**config.mk**
```make
export PLATFORM = sky130hd
export DESIGN_NAME = elevator_call_scheduler
export DESIGN_NICKNAME = d
export VERILOG_FILES = /design/src/rtl/lift_pkg.sv /design/src/rtl/elevator_call_scheduler_tick_prescaler.sv /design/src/rtl/elevator_call_scheduler.sv
export SDC_FILE = /design/constraint.sdc
export NUM_CORES = 1
export LEC_CHECK = 0
export BUFFER_PORTS_ARGS = -buffer_cell sky130_fd_sc_hd__buf_2
export CAP_MARGIN = 20
export CORE_MARGIN = 4
export CORE_UTILIZATION = 54
export CTS_CLUSTER_DIAMETER = 100
export CTS_CLUSTER_SIZE = 8
export DETAILED_ROUTE_END_ITERATION = 10
export PLACE_DENSITY = 0.76
export SYNTH_ARGS = -nofsm -noshare
export SYNTH_HDL_FRONTEND = slang
export SYNTH_SLANG_ARGS = --single-unit
```
**constraint.sdc**
```tcl
create_clock -name clk -period 3.1 [get_ports clk]
set_input_delay 0 -clock clk [delete_from_list [all_inputs] [get_ports clk]]
set_output_delay 0 -clock clk [all_outputs]
set_load 0.03 [all_outputs]
```
**src/rtl/lift_pkg.sv**
```systemverilog
// lift_pkg: shared definitions for the elevator call scheduler.
//   lift_state_e : scheduler FSM states
//   floor_w()    : index width for a count of floors (min 1 bit)
//   DEF_*        : default timing / size constants
package lift_pkg;

   typedef enum logic [1:0] {
      IDLE      = 2'd0,
      MOVE_UP   = 2'd1,
      MOVE_DOWN = 2'd2,
      DOOR_OPEN = 2'd3
   } lift_state_e;

   localparam int DEF_NUM_FLOORS = 4;
   localparam int DEF_TICK_DIV   = 50_000_000;
   localparam int DEF_MOVE_TICKS = 2;
   localparam int DEF_DOOR_TICKS = 3;

   function automatic int floor_w(input int n);
      return (n <= 2) ? 1 : $clog2(n);
   endfunction

endpackage

```
**src/rtl/elevator_call_scheduler_tick_prescaler.sv**
```systemverilog
// tick_prescaler: emits a one-cycle tick every TICK_DIV clocks.
//   clk   : system clock
//   rst_n : synchronous active-low reset
//   clr   : restart the count so the next tick is TICK_DIV cycles away
//   tick  : one-cycle pulse
module tick_prescaler #(
   parameter int TICK_DIV = 4
) (
   input  logic clk,
   input  logic rst_n,
   input  logic clr,
   output logic tick
);
   localparam int CW = (TICK_DIV <= 2) ? 1 : $clog2(TICK_DIV);
   localparam logic [CW-1:0] LAST = CW'(TICK_DIV - 1);

   logic [CW-1:0] cnt_q, cnt_d;

   assign tick = (cnt_q == LAST);

   always_comb begin
      cnt_d = tick ? '0 : cnt_q + 1'b1;
      if (clr) cnt_d = '0;
   end

   always_ff @(posedge clk) begin
      if (!rst_n) cnt_q <= '0;
      else        cnt_q <= cnt_d;
   end
endmodule

```
**src/rtl/elevator_call_scheduler.sv**
```systemverilog
// elevator_call_scheduler: SCAN / collective call scheduler.
// Latches floor calls, keeps travelling while calls remain ahead, reverses
// otherwise, moves one floor per MOVE_TICKS ticks and dwells DOOR_TICKS ticks.
//   clk, rst_n    : clock, synchronous active-low reset
//   call_req      : per-floor call inputs, any high cycle latches
//   cur_floor     : current floor (binary), cur_floor_oh : one-hot
//   pending       : latched unserved calls
//   moving        : car travelling, dir_up : travel / last direction
//   door_open     : door dwell, busy : not idle or calls pending
module elevator_call_scheduler
   import lift_pkg::*;
#(
   parameter int NUM_FLOORS = DEF_NUM_FLOORS,
   parameter int TICK_DIV   = DEF_TICK_DIV,
   parameter int MOVE_TICKS = DEF_MOVE_TICKS,
   parameter int DOOR_TICKS = DEF_DOOR_TICKS,
   localparam int FW        = floor_w(NUM_FLOORS)
) (
   input  logic                  clk,
   input  logic                  rst_n,
   input  logic [NUM_FLOORS-1:0] call_req,
   output logic [FW-1:0]         cur_floor,
   output logic [NUM_FLOORS-1:0] cur_floor_oh,
   output logic [NUM_FLOORS-1:0] pending,
   output logic                  moving,
   output logic                  dir_up,
   output logic                  door_open,
   output logic                  busy
);
   localparam int PMAX = (MOVE_TICKS > DOOR_TICKS) ? MOVE_TICKS : DOOR_TICKS;
   localparam int PW   = floor_w(PMAX + 1);
   localparam logic [PW-1:0] MOVE_LAST = PW'(MOVE_TICKS - 1);
   localparam logic [PW-1:0] DOOR_LAST = PW'(DOOR_TICKS - 1);
   localparam logic [FW-1:0] TOP       = FW'(NUM_FLOORS - 1);

   lift_state_e           state_q, state_d;
   logic [FW-1:0]         floor_q, floor_d;
   logic [NUM_FLOORS-1:0] pend_q, pend_d, oh_q, oh_d, clr_mask;
   logic                  dir_q, dir_d;
   logic [PW-1:0]         ph_q, ph_d;
   logic                  moving_q, door_q, busy_q;
   logic                  tick, above, below, here;

   function automatic logic any_above(input logic [NUM_FLOORS-1:0] p,
                                      input logic [FW-1:0] f);
      logic r;
      r = 1'b0;
      for (int i = 0; i < NUM_FLOORS; i++)
         if (FW'(i) > f) r = r | p[i];
      return r;
   endfunction

   function automatic logic any_below(input logic [NUM_FLOORS-1:0] p,
                                      input logic [FW-1:0] f);
      logic r;
      r = 1'b0;
      for (int i = 0; i < NUM_FLOORS; i++)
         if (FW'(i) < f) r = r | p[i];
      return r;
   endfunction

   // Restarting the prescaler on every state change makes each phase an
   // exact multiple of TICK_DIV. A MOVE that continues past a floor needs no
   // restart: the prescaler wraps on the same tick that steps the floor.
   tick_prescaler #(.TICK_DIV(TICK_DIV)) u_presc (
      .clk   (clk),
      .rst_n (rst_n),
      .clr   (state_d != state_q),
      .tick  (tick)
   );

   assign above = any_above(pend_q, floor_q);
   assign below = any_below(pend_q, floor_q);
   assign here  = pend_q[floor_q];

   always_comb begin
      state_d = state_q;
      floor_d = floor_q;
      dir_d   = dir_q;
      ph_d    = ph_q;
      case (state_q)
         IDLE: begin
            if (here) state_d = DOOR_OPEN;
            else if (above && (dir_q || !below)) begin
               state_d = MOVE_UP;
               dir_d   = 1'b1;
            end else if (below) begin
               state_d = MOVE_DOWN;
               dir_d   = 1'b0;
            end
         end
         // Arrival decisions look at pend_q, so a call landing on the
         // arrival edge is only seen by the following evaluation.
         MOVE_UP: if (tick) begin
            if (ph_q == MOVE_LAST) begin
               ph_d = '0;
               if (floor_q == TOP) state_d = IDLE;
               else begin
                  floor_d = floor_q + 1'b1;
                  if (pend_q[floor_d])                state_d = DOOR_OPEN;
                  else if (!any_above(pend_q, floor_d)) state_d = IDLE;
               end
            end else ph_d = ph_q + 1'b1;
         end
         MOVE_DOWN: if (tick) begin
            if (ph_q == MOVE_LAST) begin
               ph_d = '0;
               if (floor_q == '0) state_d = IDLE;
               else begin
                  floor_d = floor_q - 1'b1;
                  if (pend_q[floor_d])                state_d = DOOR_OPEN;
                  else if (!any_below(pend_q, floor_d)) state_d = IDLE;
               end
            end else ph_d = ph_q + 1'b1;
         end
         DOOR_OPEN: if (tick) begin
            if (ph_q == DOOR_LAST) state_d = IDLE;
            else                   ph_d    = ph_q + 1'b1;
         end
         default: state_d = IDLE;
      endcase
      if (state_d != state_q) ph_d = '0;
   end

   // Current-floor calls are swallowed from door entry through the last
   // dwell cycle, so they never show up in pending.
   always_comb begin
      for (int i = 0; i < NUM_FLOORS; i++) oh_d[i] = (floor_d == FW'(i));
      clr_mask = (state_q == DOOR_OPEN || state_d == DOOR_OPEN) ? oh_d : '0;
      pend_d   = (pend_q | call_req) & ~clr_mask;
   end

   always_ff @(posedge clk) begin
      if (!rst_n) begin
         state_q  <= IDLE;
         floor_q  <= '0;
         oh_q     <= NUM_FLOORS'(1);
         pend_q   <= '0;
         dir_q    <= 1'b1;
         ph_q     <= '0;
         moving_q <= 1'b0;
         door_q   <= 1'b0;
         busy_q   <= 1'b0;
      end else begin
         state_q  <= state_d;
         floor_q  <= floor_d;
         oh_q     <= oh_d;
         pend_q   <= pend_d;
         dir_q    <= dir_d;
         ph_q     <= ph_d;
         moving_q <= (state_d == MOVE_UP) || (state_d == MOVE_DOWN);
         door_q   <= (state_d == DOOR_OPEN);
         busy_q   <= (state_d != IDLE) || (|pend_d);
      end
   end

   assign cur_floor    = floor_q;
   assign cur_floor_oh = oh_q;
   assign pending      = pend_q;
   assign moving       = moving_q;
   assign dir_up       = dir_q;
   assign door_open    = door_q;
   assign busy         = busy_q;
endmodule
```
### After elaboration in Yosys (flattened, before gate mapping)

Index checks and enable logic that the tools add are counted.
Widths: inputs -> output; s select.

* flip-flop bits (word level): 44
* input port bits: 6
* output and inout port bits: 14
* word-level logic and storage cells: 178

* $add $sub $neg: 4
* order comparisons: 19
* equal/unequal tests: 17
* muxes and demuxes: 93
* bitwise gates (word level): 17
* reduce and logical (&&, ||, !) cells: 18

Operators by type and width (count)
* $mux 1: 61
* $mux 2: 25
* $add 26x1->26 const B: 1
* $eq 26x26->1 const B: 1
* $eq 2x2->1 const B: 8
* $or 1x1->1: 12
* $lt 2x3->1 const B: 3
* $eq 2x1->1 const B: 4
* $gt 1x2->1 const A: 4
* $gt 2x2->1 const A: 4
* $lt 1x2->1 const A: 4
* $lt 2x2->1 const A: 4
* $pmux 2 s2: 2
* $pmux 2 s4: 1
* $bmux 1 s2: 3
* $logic_not 2->1: 3
* $reduce_bool 2->1: 3
* $add 2x1->2 const B: 2
* $and 4x4->4: 1
* $logic_or 1x1->1: 4
* $mux 4: 1
* $ne 2x1->1 const B: 2
* $not 4->4: 1
* $or 4x4->4: 1
* 11 further kinds: 13

### Depth between registers and ports, before layout

Gate-level depths: netlist of run 1.

* word-level depth: 42
* mapped depth: 14
* depth with buffers taken out: 14

### By module

From an unflattened synthesis of run 1, not the netlist that was laid out.

* cells, all modules: 277
* area, all modules: 2536.2 µm²

By module, submodules not included
* elevator_call_scheduler: times used 1, cells an instance 137, area each 1275.0 µm², sequential area each 360.3 µm²
* tick_prescaler: times used 1, cells an instance 140, area each 1261.2 µm², sequential area each 520.5 µm²

### Worst setup path before layout of run 1

OpenSTA, ideal clock, no wires.

* path type: reg2reg
* start: register floor_q[0], in the netlist cur_floor[0]
* end: register busy_q, in the netlist busy
* setup time: 75 ps
* data arrival time: 3121 ps
* required time: 3025 ps
* slack: -96 ps
* cell stages (with the launch flop): 14
* path buffers: 0
* clock period less this slack: 3196 ps
* cells stage by stage: dfxtp_1 -> inv_1 -> ha_1 -> mux4_2 -> o21ai_0 -> a21oi_1 -> a211o_1 -> nand2_1 -> inv_1 -> ha_1 -> nor2_1 -> o32ai_1 -> a32o_1 -> a31oi_1

* word-level cells in the longest chain between the ends: 42
* elaborated cells on any way between the ends: 130
* classes of those cells: add/sub: 2; order compare: 16; eq/ne: 5; mux: 84; bitwise: 14; reduce/logical: 9

Ends and longest elaborated chain
* start: declaration: line elevator_call_scheduler.sv:37 `logic [FW-1:0] floor_q, floor_d;`
* start signal: assignment: line elevator_call_scheduler.sv:146 `floor_q <= floor_d;`
* $sub 2x1->2 or $add 2x1->2 (tied branches): line elevator_call_scheduler.sv:110, elevator_call_scheduler.sv:99
* $lt 1x2->1 or $gt 1x2->1 (tied branches): line elevator_call_scheduler.sv:58, elevator_call_scheduler.sv:49
* $mux 1 (on tied branches): line elevator_call_scheduler.sv:58, elevator_call_scheduler.sv:49
* $mux 1 (on tied branches): line elevator_call_scheduler.sv:111, elevator_call_scheduler.sv:100
* $mux 1 (on tied branches): line elevator_call_scheduler.sv:108, elevator_call_scheduler.sv:97
* $mux 1 (on tied branches): line elevator_call_scheduler.sv:106, elevator_call_scheduler.sv:95
* $mux 1 (on tied branches): line elevator_call_scheduler.sv:105, elevator_call_scheduler.sv:94
* $mux 1: line elevator_call_scheduler.sv:81 `case (state_q)`
* [27 not listed]
* via state_d[1]: line elevator_call_scheduler.sv:36 `lift_state_e state_q, state_d;`
* $eq 2x2->1: line elevator_call_scheduler.sv:129 `clr_mask = (state_q == DOOR_OPEN || state_d == DOOR_OPEN) ? oh_d : '0;`
* $logic_or 1x1->1: line elevator_call_scheduler.sv:129
* $mux 4: line elevator_call_scheduler.sv:129
* $not 4->4: line elevator_call_scheduler.sv:130 `pend_d = (pend_q | call_req) & ~clr_mask;`
* $and 4x4->4: line elevator_call_scheduler.sv:130
* $reduce_or 4->1: line elevator_call_scheduler.sv:153 `busy_q <= (state_d != IDLE) || (|pend_d);`
* $logic_or 1x1->1 (*): line elevator_call_scheduler.sv:153
* end signal: assignment: line elevator_call_scheduler.sv:153
* end: declaration: line elevator_call_scheduler.sv:41 `logic moving_q, door_q, busy_q;`

The timed path passes the listed nets; every way through them passes the cells marked *. The select of a mux whose other input is x is not followed.
A chain may end at the register's enable or synchronous reset.

### Final worst setup path of run 1

* start: register u_presc.cnt_q[8]
* end: register busy_q, in the netlist busy

* word-level cells in the longest chain between the ends: 10
* elaborated cells on any way between the ends: 20
* classes of those cells: eq/ne: 5; mux: 8; bitwise: 2; reduce/logical: 5

Ends and longest elaborated chain
* start: declaration: line elevator_call_scheduler_tick_prescaler.sv:17 `logic [CW-1:0] cnt_q, cnt_d;`
* start signal: assignment: line elevator_call_scheduler_tick_prescaler.sv:28 `else cnt_q <= cnt_d;`
* $eq 26x26->1 (*): line elevator_call_scheduler_tick_prescaler.sv:19 `assign tick = (cnt_q == LAST);`
* $mux 2 (on tied branches): line elevator_call_scheduler.sv:116, elevator_call_scheduler.sv:94, elevator_call_scheduler.sv:105
* $pmux 2 s4 (*): line elevator_call_scheduler.sv:81
* via state_d[0]: line elevator_call_scheduler.sv:36
* $eq 2x2->1: line elevator_call_scheduler.sv:129
* $logic_or 1x1->1: line elevator_call_scheduler.sv:129
* $mux 4: line elevator_call_scheduler.sv:129
* $not 4->4: line elevator_call_scheduler.sv:130
* $and 4x4->4: line elevator_call_scheduler.sv:130
* $reduce_or 4->1: line elevator_call_scheduler.sv:153
* $logic_or 1x1->1 (*): line elevator_call_scheduler.sv:153

The timed path passes the listed nets; every way through them passes the cells marked *.

==> flow_summary_export.csv, run 1 <==
group,metric,value,unit
worst_setup_path,worst_setup_path_start_kind,"flip-flop",
worst_setup_path,crit_required,3290,ps
global_route,antenna_found_initial,0,
routing,wirelength,6360,um
synthesis,yosysSeqAreaShare,34.8,%
place,port_buffers,19,
clock_tree,htree_levels,2,
place,dp_slack,24.4,ps
sta,slew_violations,0,
min_path,min_path_type,"input pin to flip-flop",
routing,drc,0,
global_route,top_usage_layer,"met2",
die,top_level_ports,20,
die,core,4440,um^2
global_route,grt_pass1_wl,10700,um
sta,final.period_utilization,98.4,%
min_path,min-delay-start,"call_req[3]",
global_route,met3_usage,5.44,%
global_route,gr-usage-met1,29.0,%
clock_tree,cts-root-buf,"clkbuf_8",
synthesis,synth_edf_count,0,
global_route,grt_remaining_overflow,0,
clock_tree,cts_buffer_depth,2,
die,dieArea,5840,um^2
die,die_w,76.4,um
cells_and_area,regArea,887,um^2
cells_and_area,area_delta_synth_final,21.1,%
cells_and_area,utilization,68.9,%
routing,wl_per_cell,17.0,um
sta,hold_viol,0,
clock_tree,path_clk_slew,90,ps
cells_and_area,diodes,0,
cells_and_area,final_common_cell,"dfxtp_1",
worst_setup_path,cp_max_fo,4,
cells_and_area,fillers,335,
synthesis,yosysWarnings,0,
synthesis,synthArstFlopShare,0,%
synthesis,synth_area,2530,um^2
pwr,pwr-share-comb,40.9,%
cells_and_area,layout_common_cells,"dfxtp_1 (39), buf_4 (23), nor4_1 (20)",
pwr,power.share.switching,38.6,%
routing,antenna_left,0,
pwr,p_clk_share,26.3,%
routing,vias,2300,
synthesis,synth_ff_type,"dfxtp_1",
sta,worst_slew_pin_slew,443,ps
synthesis,ys_ff_latch,44,
die,core.rowCount,24,
run,drv_cap,0,
routing,viasPerCell,6.13,
clock_tree,cts_buffers,5,
worst_setup_path,worstSetupStartpoint,"u_presc.cnt_q[8]$_SDFF_PP0_",
routing,drtIter0Drc,131,
place,dpl.hpwl,4430,um
sta,rsz0062_at_grt,"true",
cells_and_area,nets,344,
synthesis,synthCells,278,
global_route,met2_usage,35.3,%
clock_tree,clkSinkCount,44,
status,outcome,"complete, no violations",
die,die_h,76.4,um
global_route,grt_pass1_vias,2269,
sta,fmaxAchievable,0.328,GHz
place,place_congestion,0.846,
clock_tree,clk_latency,300,ps
synthesis,ys_types,55,
pwr,internal_power,1.20,mW
pwr,p_sw,0.756,mW
die,initial_utilization,56.9,%
cells_and_area,layout-drive-gt1-share,23.8,%
routing,drt-pass1-iter-count,4,
pwr,seq_power_share,32.8,%
worst_setup_path,end_kind,"flip-flop",
sta,post-route-worst-setup-slack,49.1,ps
sta,max_slew_margin,70.3,%
pwr,leakage,1.17,nW
sta,fin_crit,3050,ps
sta,setup-violations-final,0,
synthesis,synth.net_count,299,
clock_tree,cts_tree,"yes",
synthesis,syn_area_per_cell,9.10,um^2
worst_setup_path,worstSetupPathType,"flip-flop to flip-flop",
sta,final.setup_skew,15.8,ps
cells_and_area,multi_input_area,1610,um^2
worst_setup_path,r2r-start,"u_presc.cnt_q[8]$_SDFF_PP0_",
global_route,grt_usage,22.2,%
pwr,vdd_drop_max,0.684,mV
worst_setup_path,arrival,3240,ps
global_route,grt_max_degree,29,
pwr,p_per_area,640,nW/um^2
[registers in the layout (all words and copies together) (netlist names)]
signal,cells
cur_floor,2
cur_floor_oh,4
moving,1
state_q,2
door_open,1
pending,4
dir_up,1
ph_q,2
u_presc.cnt_q,26
busy,1
[worst paths after layout]
check,cells past startpoint,slack (ps),endpoint
worst min-delay path,3,20,pending[3]$_SDFF_PN0_
worst min register to register,1,490,u_presc.cnt_q[0]$_SDFF_PP0_
worst max-delay path,12,50,busy$_SDFF_PN0_
worst max register to register,12,50,busy$_SDFF_PN0_
[kinds of logic after synthesis]
logic type	Yosys count	share of synthesized area (%)
xor+xnor	24	8.31
simple gates	121	28.3
compound gates	45	13.7
fa+ha+maj	15	7.42
flops	44	34.8
buf+inv	24	4.01
mux	5	3.51
[worst max-delay path: stages (launching register included)]
cell and delay, ps:
dfxtp_1 350, or4bb_4 560, or4_4 530, or2_4 270, a21oi_2 130, a211o_1 110
nand2_1 100, inv_1 110, ha_2 210, nor2_2 60, o32ai_2 250, a32o_1 170
a31oi_1 70
[power by group through the flow]
stage	combinational [mW]	sequential (mW)	clock [mW]
5_1_grt	0.863	0.650	0.549
4_1_cts	0.783	0.642	0.522
2_1_floorplan	0.512	0.689	0
6_report	0.801	0.644	0.516
3_3_place_gp	0.757	0.653	0
3_5_place_dp	0.765	0.655	0
[cell type report]
cell class                 instances  area share [%]
sequential                        44            29.0
clock buffer                       5            2.25
inverter                          17            2.08
clock inverter                     2            1.96
tap                               52            2.12
multi-input combinational        210            52.6
timing repair buffer              45            10.0
[cells in the mapped netlist, drive strengths merged, types with 3 or more instances]
library cell / instances / share of area (%)
nor2b: 5 / 1.2
or4bb: 3 / 1.3
xor2: 9 / 3.1
and2: 4 / 0.99
nand2: 15 / 2.2
nor3b: 3 / 0.89
nand2b: 6 / 1.5
ha: 15 / 7.4
o21ai: 7 / 1.5
a31oi: 6 / 1.5
o211ai: 3 / 1.4
a21oi: 6 / 1.2
and3: 6 / 1.5
nor3: 11 / 2.2
nand3: 7 / 1.4
a211oi: 4 / 1.2
nor4b: 3 / 1.0
nand4: 6 / 1.5
nor4: 23 / 6.3
xnor2: 15 / 5.2
dfxtp: 44 / 35
nor2: 19 / 2.8
inv: 16 / 2.4
buf: 5 / 1.2
a211o: 4 / 1.4
mux4: 3 / 2.7
[through the flow]
stage | TNS [ps] | power [mW] | instance area (um^2) | cells | hold slack, ps
4_1_cts | 0 | 1.95 | 3020 | 374 | 11.3
3_3_place_gp | 0 | 1.41 | 2850 | 365 | 295
3_5_place_dp | 0 | 1.42 | 2850 | 365 | 304
6_report | 0 | 1.96 | 3060 | 375 | 23.2
5_1_grt | -183 | 2.06 | 3060 | 375 | 35.6
2_1_floorplan | -50.6 | 1.20 | 2550 | 278 | 76.2
[what timing repair did]
| action | CTS | global route |
|---|---|---|
| gates resized for setup | 4 | 10 |
| pin swaps | 1 | 1 |
| buffers inserted | 0 | 1 |
| hold endpoints to repair | 2 | 0 |
| hold buffers | 2 | 0 |
| endpoints found under the setup margin | 1 | 2 |
[per-layer routing]
layer / routed length [um] / vias to the layer above
met5: 0 / -
met4: 159 / 0
met3: 261 / 18
met2: 2900 / 56
met1: 3040 / 1105
li1: - / 1121
Power figures use the tool's default switching activity.
==> run 2, diff against run 1 <==
CORE_UTILIZATION = 25   (was 54)
PLACE_DENSITY = not set   (was 0.76)
REMOVE_ABC_BUFFERS = 1   (was not set)
==> flow_summary_export.csv, run 2 (synthesis gave the netlist of run 1 again) <==
group,metric,value,unit
sta,slew_violations,0,
pwr,vdd_drop_max,0.303,mV
pwr,internal_power,1.21,mW
worst_setup_path,arrival,3210,ps
worst_setup_path,cp_max_fo,4,
cells_and_area,regArea,885,um^2
die,initial_utilization,25.8,%
pwr,leakage,1.19,nW
clock_tree,cts_tree,"yes",
routing,antenna_left,0,
sta,max_slew_margin,58.6,%
cells_and_area,diodes,0,
die,die_h,109,um
routing,wl_met3,258,um
place,placed_cell_area,2990,um^2
sta,rsz0062_at_grt,"true",
clock_tree,clk_latency,290,ps
cells_and_area,area_delta_synth_final,27.5,%
place,port_buffers,19,
global_route,grt_pass1_wl,10500,um
clock_tree,htree_levels,2,
sta,final.setup_skew,9.13,ps
routing,drtIter0Drc,112,
pwr,seq_power_share,32.2,%
routing,wl_met1,3080,um
worst_setup_path,worst_setup_path_start_kind,"flip-flop",
clock_tree,clkSinkCount,44,
cells_and_area,final_common_cell,"dfxtp_1",
clock_tree,path_clk_slew,90,ps
die,core.rowCount,36,
place,dp.cells,451,
sta,fin_crit,2990,ps
routing,vias,2295,
place,dpl.hpwl,4520,um
global_route,grt_usage,10.8,%
pwr,pwr-share-comb,45.9,%
worst_setup_path,worstSetupPathType,"flip-flop to flip-flop",
cells_and_area,multi_input_area,1620,um^2
routing,wl_per_cell,13.4,um
sta,worst_slew_pin_slew,617,ps
die,die_w,109,um
cells_and_area,fillers,1049,
min_path,min_path_type,"input pin to flip-flop",
routing,drt-pass1-iter-count,5,
die,core,9820,um^2
pwr,p_per_area,618,nW/um^2
clock_tree,cts_buffer_depth,2,
global_route,grt_pass1_vias,2182,
clock_tree,cts_buffers,5,
cells_and_area,final_cells,465,
global_route,antenna_found_initial,0,
run,drv_cap,0,
pwr,p_sw,0.782,mW
sta,hold_viol,0,
cells_and_area,regMostFlops,"u_presc.cnt_q",
place,place_congestion,0.861,
cells_and_area,largest_register_ffs,26,
cells_and_area,layout-drive-gt1-share,25.6,%
sta,final.period_utilization,96.3,%
sta,setup-violations-final,0,
routing,wirelength,6250,um
routing,dr_wl_met2,2840,um
clock_tree,cts-root-buf,"clkbuf_8",
routing,highest_layer,"met4",
die,dieArea,11800,um^2
routing,viasPerCell,4.94,
worst_setup_path,end_kind,"flip-flop",
cells_and_area,nets,352,
pwr,p_clk_share,22.0,%
cells_and_area,layout_common_cells,"dfxtp_1 (41), buf_4 (31), nor4_1 (20)",
global_route,grt_remaining_overflow,0,
sta,fmaxAchievable,0.335,GHz
pwr,power.share.switching,39.3,%
global_route,grt_max_degree,29,
routing,drc,0,
cells_and_area,final_area,3220,um^2
die,top_level_ports,20,
status,outcome,"complete, no violations",
worst_setup_path,crit_required,3330,ps
## run 2: worst paths after layout
kind	start	endpoint	slack, ps	depth (start not counted)
setup / recovery	u_presc.cnt_q[11]$_SDFF_PP0_	busy$_SDFF_PN0_	110	12
hold / removal	call_req[0]	pending[0]$_SDFF_PN0_	10	3
setup reg to reg	u_presc.cnt_q[11]$_SDFF_PP0_	busy$_SDFF_PN0_	110	12
hold reg to reg	u_presc.cnt_q[0]$_SDFF_PP0_	u_presc.cnt_q[0]$_SDFF_PP0_	450	1
## run 2: cell type report
cell class	instances	area share (%)
multi-input cells	210	50.3
repair buffers	53	11.7
clock inverters	2	1.09
clock buffers	6	2.25
inverters	17	1.98
well taps	133	5.16
flip-flops and latches	44	27.4
## run 2: power by group through the flow
stage / combinational, mW / clock [mW] / sequential [mW]
final: 0.913 / 0.437 / 0.641
after global routing: 0.992 / 0.478 / 0.645
after CTS: 0.800 / 0.450 / 0.638
after detailed placement: 0.792 / 0 / 0.652
after global placement: 0.798 / 0 / 0.650
after floorplan: 0.461 / 0 / 0.691
## run 2: worst max-delay path: stages (launching register included)
cell and delay [ps]:
dfxtp_2 330, or4b_1 480, or4_4 450, nor4_4 310, a2bb2oi_2 130, a211o_1 280, nand2_2 100, inv_2 50
ha_4 170, nor2_4 140, o32ai_4 110, a32o_1 240, a31oi_1 120
## run 2: what timing repair did
action                                  4_1_cts  5_1_grt
hold buffers                                  1        0
endpoints found under the hold margin         1        0
setup buffers                                 0        5
endpoints found under the setup margin        1        5
cloned                                        0        0
gates resized for setup                       3       18
pin swaps                                     0       11
## run 2: per-layer routing
layer	track usage (%)	up-vias
li1	-	1131
met1	15.2	1102
met2	16.9	51
met3	2.33	11
met4	2.52	0
met5	0	-
## run 2: through the flow
stage / utilization, % / hold WS [ps] / worst slack (ps) / setup TNS (ps) / power [mW]
after floorplan: - / 76.2 / -286 / -3930 / 1.15
after global placement: 30.4 / 277 / 111 / 0 / 1.45
after detailed placement: 30.4 / 285 / -4.21 / -4.21 / 1.44
after CTS: 31.8 / 2.86 / 21.7 / 0 / 1.89
after global routing: 32.8 / 15.0 / -72.0 / -72.0 / 2.11
final: 32.8 / 9.56 / 115 / 0 / 1.99
